**src/rtl/regfile_wb_arbiter_pkg.sv**
```systemverilog
// Shared definitions for the register-file writeback arbiter: default
// geometry, the hard-wired zero register and the grant encoding.
package regfile_wb_arbiter_pkg;

  localparam int ADDR_SIZE_DEF = 5;
  localparam int WORD_SIZE_DEF = 32;
  localparam int ZERO_REG      = 0;

  // Which requester owns the write port; also the round-robin history.
  typedef enum logic {
    GRANT_A = 1'b0,
    GRANT_B = 1'b1
  } grant_e;

endpackage : regfile_wb_arbiter_pkg

```
**src/rtl/regfile_wb_arbiter_rr_arbiter2.sv**
```systemverilog
// Two-way round-robin selector. A lone requester always wins; on
// contention the requester that did not win last time is granted.
module rr_arbiter2
  import regfile_wb_arbiter_pkg::*;
(
  input  logic   a_valid_i,
  input  logic   b_valid_i,
  input  grant_e last_grant_i,
  output logic   a_gnt_o,
  output logic   b_gnt_o
);

  // Pick at most one requester from the valids and the grant history.
  always_comb begin
    a_gnt_o = 1'b0;
    b_gnt_o = 1'b0;
    if (a_valid_i && b_valid_i) begin
      if (last_grant_i == GRANT_B) begin
        a_gnt_o = 1'b1;
      end else begin
        b_gnt_o = 1'b1;
      end
    end else if (a_valid_i) begin
      a_gnt_o = 1'b1;
    end else if (b_valid_i) begin
      b_gnt_o = 1'b1;
    end else begin
      a_gnt_o = 1'b0;
      b_gnt_o = 1'b0;
    end
  end

endmodule : rr_arbiter2

```
**src/rtl/regfile_wb_arbiter.sv**
```systemverilog
// Writeback arbiter in front of a single register-file write port.
// Requester A (ALU) and requester B (multi-cycle units) share the port
// round-robin; the winning write is registered and appears one cycle later.
// Optional pending-write scoreboard (busy_o) is built only when the macro
// REGFILE_WB_SCOREBOARD_EN is defined; otherwise busy_o is constant zero.
module regfile_wb_arbiter
  import regfile_wb_arbiter_pkg::*;
#(
  parameter int ADDR_SIZE = ADDR_SIZE_DEF,
  parameter int WORD_SIZE = WORD_SIZE_DEF
) (
  input  logic                    clk_i,
  input  logic                    rst_ni,
  input  logic                    a_valid_i,
  input  logic [ADDR_SIZE-1:0]    a_rd_i,
  input  logic [WORD_SIZE-1:0]    a_data_i,
  output logic                    a_ready_o,
  input  logic                    b_valid_i,
  input  logic [ADDR_SIZE-1:0]    b_rd_i,
  input  logic [WORD_SIZE-1:0]    b_data_i,
  output logic                    b_ready_o,
  output logic                    rd_en_o,
  output logic [ADDR_SIZE-1:0]    rd_o,
  output logic [WORD_SIZE-1:0]    rd_data_o,
  input  logic                    issue_en_i,
  input  logic [ADDR_SIZE-1:0]    issue_rd_i,
  output logic [2**ADDR_SIZE-1:0] busy_o
);

  localparam logic [ADDR_SIZE-1:0] ZERO_RD = ADDR_SIZE'(ZERO_REG);

  grant_e                 last_grant_q, last_grant_d;
  logic                   rd_en_q, rd_en_d;
  logic [ADDR_SIZE-1:0]   rd_q, rd_d;
  logic [WORD_SIZE-1:0]   rd_data_q, rd_data_d;
  logic                   a_gnt, b_gnt;
  logic                   a_hs, b_hs;

  rr_arbiter2 u_rr (
    .a_valid_i    (a_valid_i),
    .b_valid_i    (b_valid_i),
    .last_grant_i (last_grant_q),
    .a_gnt_o      (a_gnt),
    .b_gnt_o      (b_gnt)
  );

  // Readies are suppressed during reset so no handshake can complete.
  assign a_ready_o = a_gnt & rst_ni;
  assign b_ready_o = b_gnt & rst_ni;
  assign a_hs      = a_valid_i & a_ready_o;
  assign b_hs      = b_valid_i & b_ready_o;

  // Next write-port contents and grant history from this cycle's handshake.
  always_comb begin
    last_grant_d = last_grant_q;
    rd_en_d      = 1'b0;
    rd_d         = rd_q;
    rd_data_d    = rd_data_q;
    if (a_hs) begin
      last_grant_d = GRANT_A;
      if (a_rd_i != ZERO_RD) begin
        rd_en_d   = 1'b1;
        rd_d      = a_rd_i;
        rd_data_d = a_data_i;
      end else begin
        rd_en_d   = 1'b0;
      end
    end else if (b_hs) begin
      last_grant_d = GRANT_B;
      if (b_rd_i != ZERO_RD) begin
        rd_en_d   = 1'b1;
        rd_d      = b_rd_i;
        rd_data_d = b_data_i;
      end else begin
        rd_en_d   = 1'b0;
      end
    end else begin
      rd_en_d = 1'b0;
    end
  end

  // Write-port and grant-history registers; reset makes A win first contention.
  always_ff @(posedge clk_i or negedge rst_ni) begin
    if (!rst_ni) begin
      last_grant_q <= GRANT_B;
      rd_en_q      <= 1'b0;
      rd_q         <= '0;
      rd_data_q    <= '0;
    end else begin
      last_grant_q <= last_grant_d;
      rd_en_q      <= rd_en_d;
      rd_q         <= rd_d;
      rd_data_q    <= rd_data_d;
    end
  end

  assign rd_en_o   = rd_en_q;
  assign rd_o      = rd_q;
  assign rd_data_o = rd_data_q;

`ifdef REGFILE_WB_SCOREBOARD_EN
  logic [2**ADDR_SIZE-1:0] busy_q, busy_d;

  // Retire clears first so a same-cycle issue to that register wins.
  always_comb begin
    busy_d = busy_q;
    if (b_hs) begin
      busy_d[b_rd_i] = 1'b0;
    end else begin
      busy_d = busy_q;
    end
    if (issue_en_i) begin
      busy_d[issue_rd_i] = 1'b1;
    end else begin
      busy_d[ZERO_REG] = busy_d[ZERO_REG];
    end
    busy_d[ZERO_REG] = 1'b0;
  end

  // Pending-write flags register.
  always_ff @(posedge clk_i or negedge rst_ni) begin
    if (!rst_ni) begin
      busy_q <= '0;
    end else begin
      busy_q <= busy_d;
    end
  end

  assign busy_o = busy_q;
`else
  logic unused_issue;

  assign unused_issue = ^{issue_en_i, issue_rd_i};
  assign busy_o       = '0;
`endif

endmodule : regfile_wb_arbiter

```
**config.mk**
```make
export PLATFORM = sky130hd
export DESIGN_NAME = regfile_wb_arbiter
export DESIGN_NICKNAME = d
export VERILOG_FILES = /design/src/rtl/regfile_wb_arbiter_pkg.sv /design/src/rtl/regfile_wb_arbiter_rr_arbiter2.sv /design/src/rtl/regfile_wb_arbiter.sv
export SDC_FILE = /design/constraint.sdc
export NUM_CORES = 1
export LEC_CHECK = 0
export CAP_MARGIN = 15
export CORE_ASPECT_RATIO = 1.75
export CORE_UTILIZATION = 38
export CTS_BUF_LIST = sky130_fd_sc_hd__clkbuf_16
export DETAILED_ROUTE_END_ITERATION = 12
export PLACE_DENSITY = 0.86
export SETUP_SLACK_MARGIN = 0.5
export SYNTH_ARGS = -nofsm -noshare
export SYNTH_HDL_FRONTEND = slang
export SYNTH_SLANG_ARGS = --single-unit
```
**constraint.sdc**
```tcl
create_clock -name clk_i -period 3.6 [get_ports clk_i]
set_clock_uncertainty 0.15 [all_clocks]
set_input_delay 0.54 -clock clk_i [delete_from_list [all_inputs] [get_ports clk_i]]
set_output_delay 0.54 -clock clk_i [all_outputs]
set_load 0.03 [all_outputs]
```
==> impl_results.md <==
* First-pass GRT wire length at 7.98 mm
* Nets@finish at 372
* Post-synthesis cell type count at 17
* H-tree levels at 2
* Die area at 6280 sq um
* Max Clk Rate at 0.358 GHz
* Num rows at 36
* Port Buffer Count at 117
* Die W at 60.3 um
* Die Y at 104 um
* Worst slack, placed at 775 ps
* Status: finished clean
* Final hold vios at 0
* Avg Cell Area, Syn at 13.5 sq um
* Leakage power at 1.50 nW
* Pre-Repair DR Iteration Count at 3
* Cell count after placement at 356
* Top-area cell type share of the netlist area at 0.420
* Met3 WL post-DR at 329 um
* Number of CTS-inserted buffers at 5
* Most common library cells after synthesis: mux2_2, dfrtp_1, buf_4, mux2_4, nand2_1
* Setup TNS at 0 ps
* Critical setup path kind: in -> out
* GRT overflow at 0
* Total wire length at 5.16 mm
* Register area at 977 sq um
* DR DRC count at 0
* Seq/Total Area, Yosys at 0.432
* Max Cap Viol at 0
* CTS tree: built
* Dominant synthesized flop cell: dfrtp_1
* Fillers at 466
* Ys Warns at 0
* Global-route total usage across every layer at 0.172
* Layout area overhead at 57.2%
* Most common cell in the synthesized netlist: mux2_2
* Max Transition Viols Final at 0
* # IOs at 156
* Share of layout cells above drive strength 1 at 0.301
* CP Max Fanout at 7
* Met2 routed WL at 2.97 mm
* DR top layer: met4
* Core Area at 5680 sq um
* Clk sinks at 39
* Fin worst setup slack at 809 ps
* Drt via density at 4.49
* Crit start category: input pin
* Critical Path RT at 2910 ps
* Initial antenna violation count at 1
* Clock Pin Slew Worst Setup and Hold Paths at 50 ps
* Pwr dens at 530 nW/um^2
* Synth Register Bits at 39
* Area occupied by multi-input gates at 1100 sq um
* Post-synth EDFFs at 0
* CTS Root Cell: clkbuf_16
* Vias at 1,642
* Number of standard cells in the final layout excluding fillers at 366
* Largest cells by area after synthesis: dfrtp_1, mux2_2, mux2_4
* Initial Util at 0.399
* Wire length per cell at 14.1 um
* GP Congestion at 0.747
* Crit end category: output pin
* Max Buffers Root-to-Sink at 2
* Wl on met1 at 1.73 mm
* Syn Inst Count at 168
* Post-synth top area cell: dfrtp_1
* Largest net degree at the start of global routing at 30
* Vias in the first global route at 1,706
* Final period util at 0.775
* Final ANT Viol Nets at 0
* FFs w/ async S/R, synth at 1.00
* Hold WC Path Type: in -> async
* Final setup fails at 0
* Fin area at 3560 sq um
* Critical path arrival at 2100 ps
* Worst-Skew Late Latency at 270 ps
* HPWL Detailed at 4.05 mm
* Shortest period the worst path allows at 2790 ps
* Peak supply drop at 0.000390 V
* Post-Place Cell Area at 3380 sq um
* RSZ-0062 raised after global routing: no
* First DRT Iteration DRCs at 52
* WHS at 189 ps
* Post-Syn Area at 2260 sq um
[report_power, final]
| part | internal (mW) | switching [mW] | leakage [nW] |
|---|---|---|---|
| clock network | 0.323 | 0.156 | 0.0812 |
| registers | 0.545 | 0.0548 | 0.455 |
| logic | 0.404 | 0.402 | 0.968 |
| total | 1.27 | 0.613 | 1.50 |
[final timing paths]
kind / startpoint / to / depth (start not counted) / slack (ps)
max: a_valid_i / a_ready_o / 4 / 810
min: rst_ni / rd_data_o[22] / 2 / 190
max reg2reg: last_grant_q / rd_data_o[20] / 5 / 1340
min reg2reg: last_grant_q / last_grant_q / 2 / 350
max in group asynchronous: rst_ni / rd_data_o[6] / 2 / 2340
min in group clk_i: last_grant_q / last_grant_q / 2 / 350
[worst max-delay path, stage by stage]
cell and delay [ps]:
clkdlybuf4s50_1 480, nand2_1 100, a21oi_4 250, clkdlybuf4s50_1 730
[registers in the layout (all words and copies together) (netlist names)]
signal and count:
rd_o 5, rd_en_o 1, rd_data_o 32, last_grant_q 1
[cell families (layout without fill, tap and decap cells)]
logic type / count (synthesis) / count (layout) / share of synthesized area
simple gates: 9 / 9 / 0.0160
mux: 74 / 74 / 0.400
compound gates: 4 / 4 / 0.0122
other cells: 1 / 33 / 0.00166
buf+inv: 41 / 131 / 0.139
flops: 39 / 39 / 0.432
[repair_timing]
| action | 4_1_cts | 5_1_grt |
|---|---|---|
| hold endpoints to repair | 10 | 0 |
| setup endpoints to repair | 0 | 0 |
| hold buffers | 1 | 0 |
| buffers inserted | 0 | 0 |
| gates resized for setup | 0 | 0 |
[layout make-up]
class,count,area share
diodes,1,0.000703
repair buffers,122,0.342
clock buffers,5,0.0352
clock inverters,3,0.0109
well taps,76,0.0267
flip-flops and latches,39,0.275
multi-input cells,119,0.308
inverters,1,0.00105
[layout by cell type, fill, tap and decap left out]
master,count
clkbuf_16,5
buf_4,3
mux2_2,52
a22o_2,1
clkinv_1,1
conb_1,32
clkinv_2,1
mux2_1,3
dlygate4sd3_1,1
buf_12,1
diode_2,1
a21oi_4,1
dfrtp_1,38
a21oi_1,1
mux2_4,19
dfstp_2,1
o21ai_0,1
nand2_1,5
buf_2,1
nor3_1,2
clkdlybuf4s50_1,116
bufinv_16,1
inv_2,1
nor2_1,2
[through the flow]
stage / total power [mW] / util
2_1_floorplan: 1.10 / -
3_3_place_gp: 1.40 / 0.596
3_5_place_dp: 1.42 / 0.596
4_1_cts: 1.91 / 0.627
5_1_grt: 1.97 / 0.627
6_report: 1.88 / 0.627
[metal layers]
metal | vias up | GRT usage
met5 | - | 0
met4 | 0 | 0.0797
met3 | 9 | 0.0311
met2 | 89 | 0.324
met1 | 788 | 0.167
li1 | 756 | -
No activity file was read; power rests on OpenSTA's default activity.
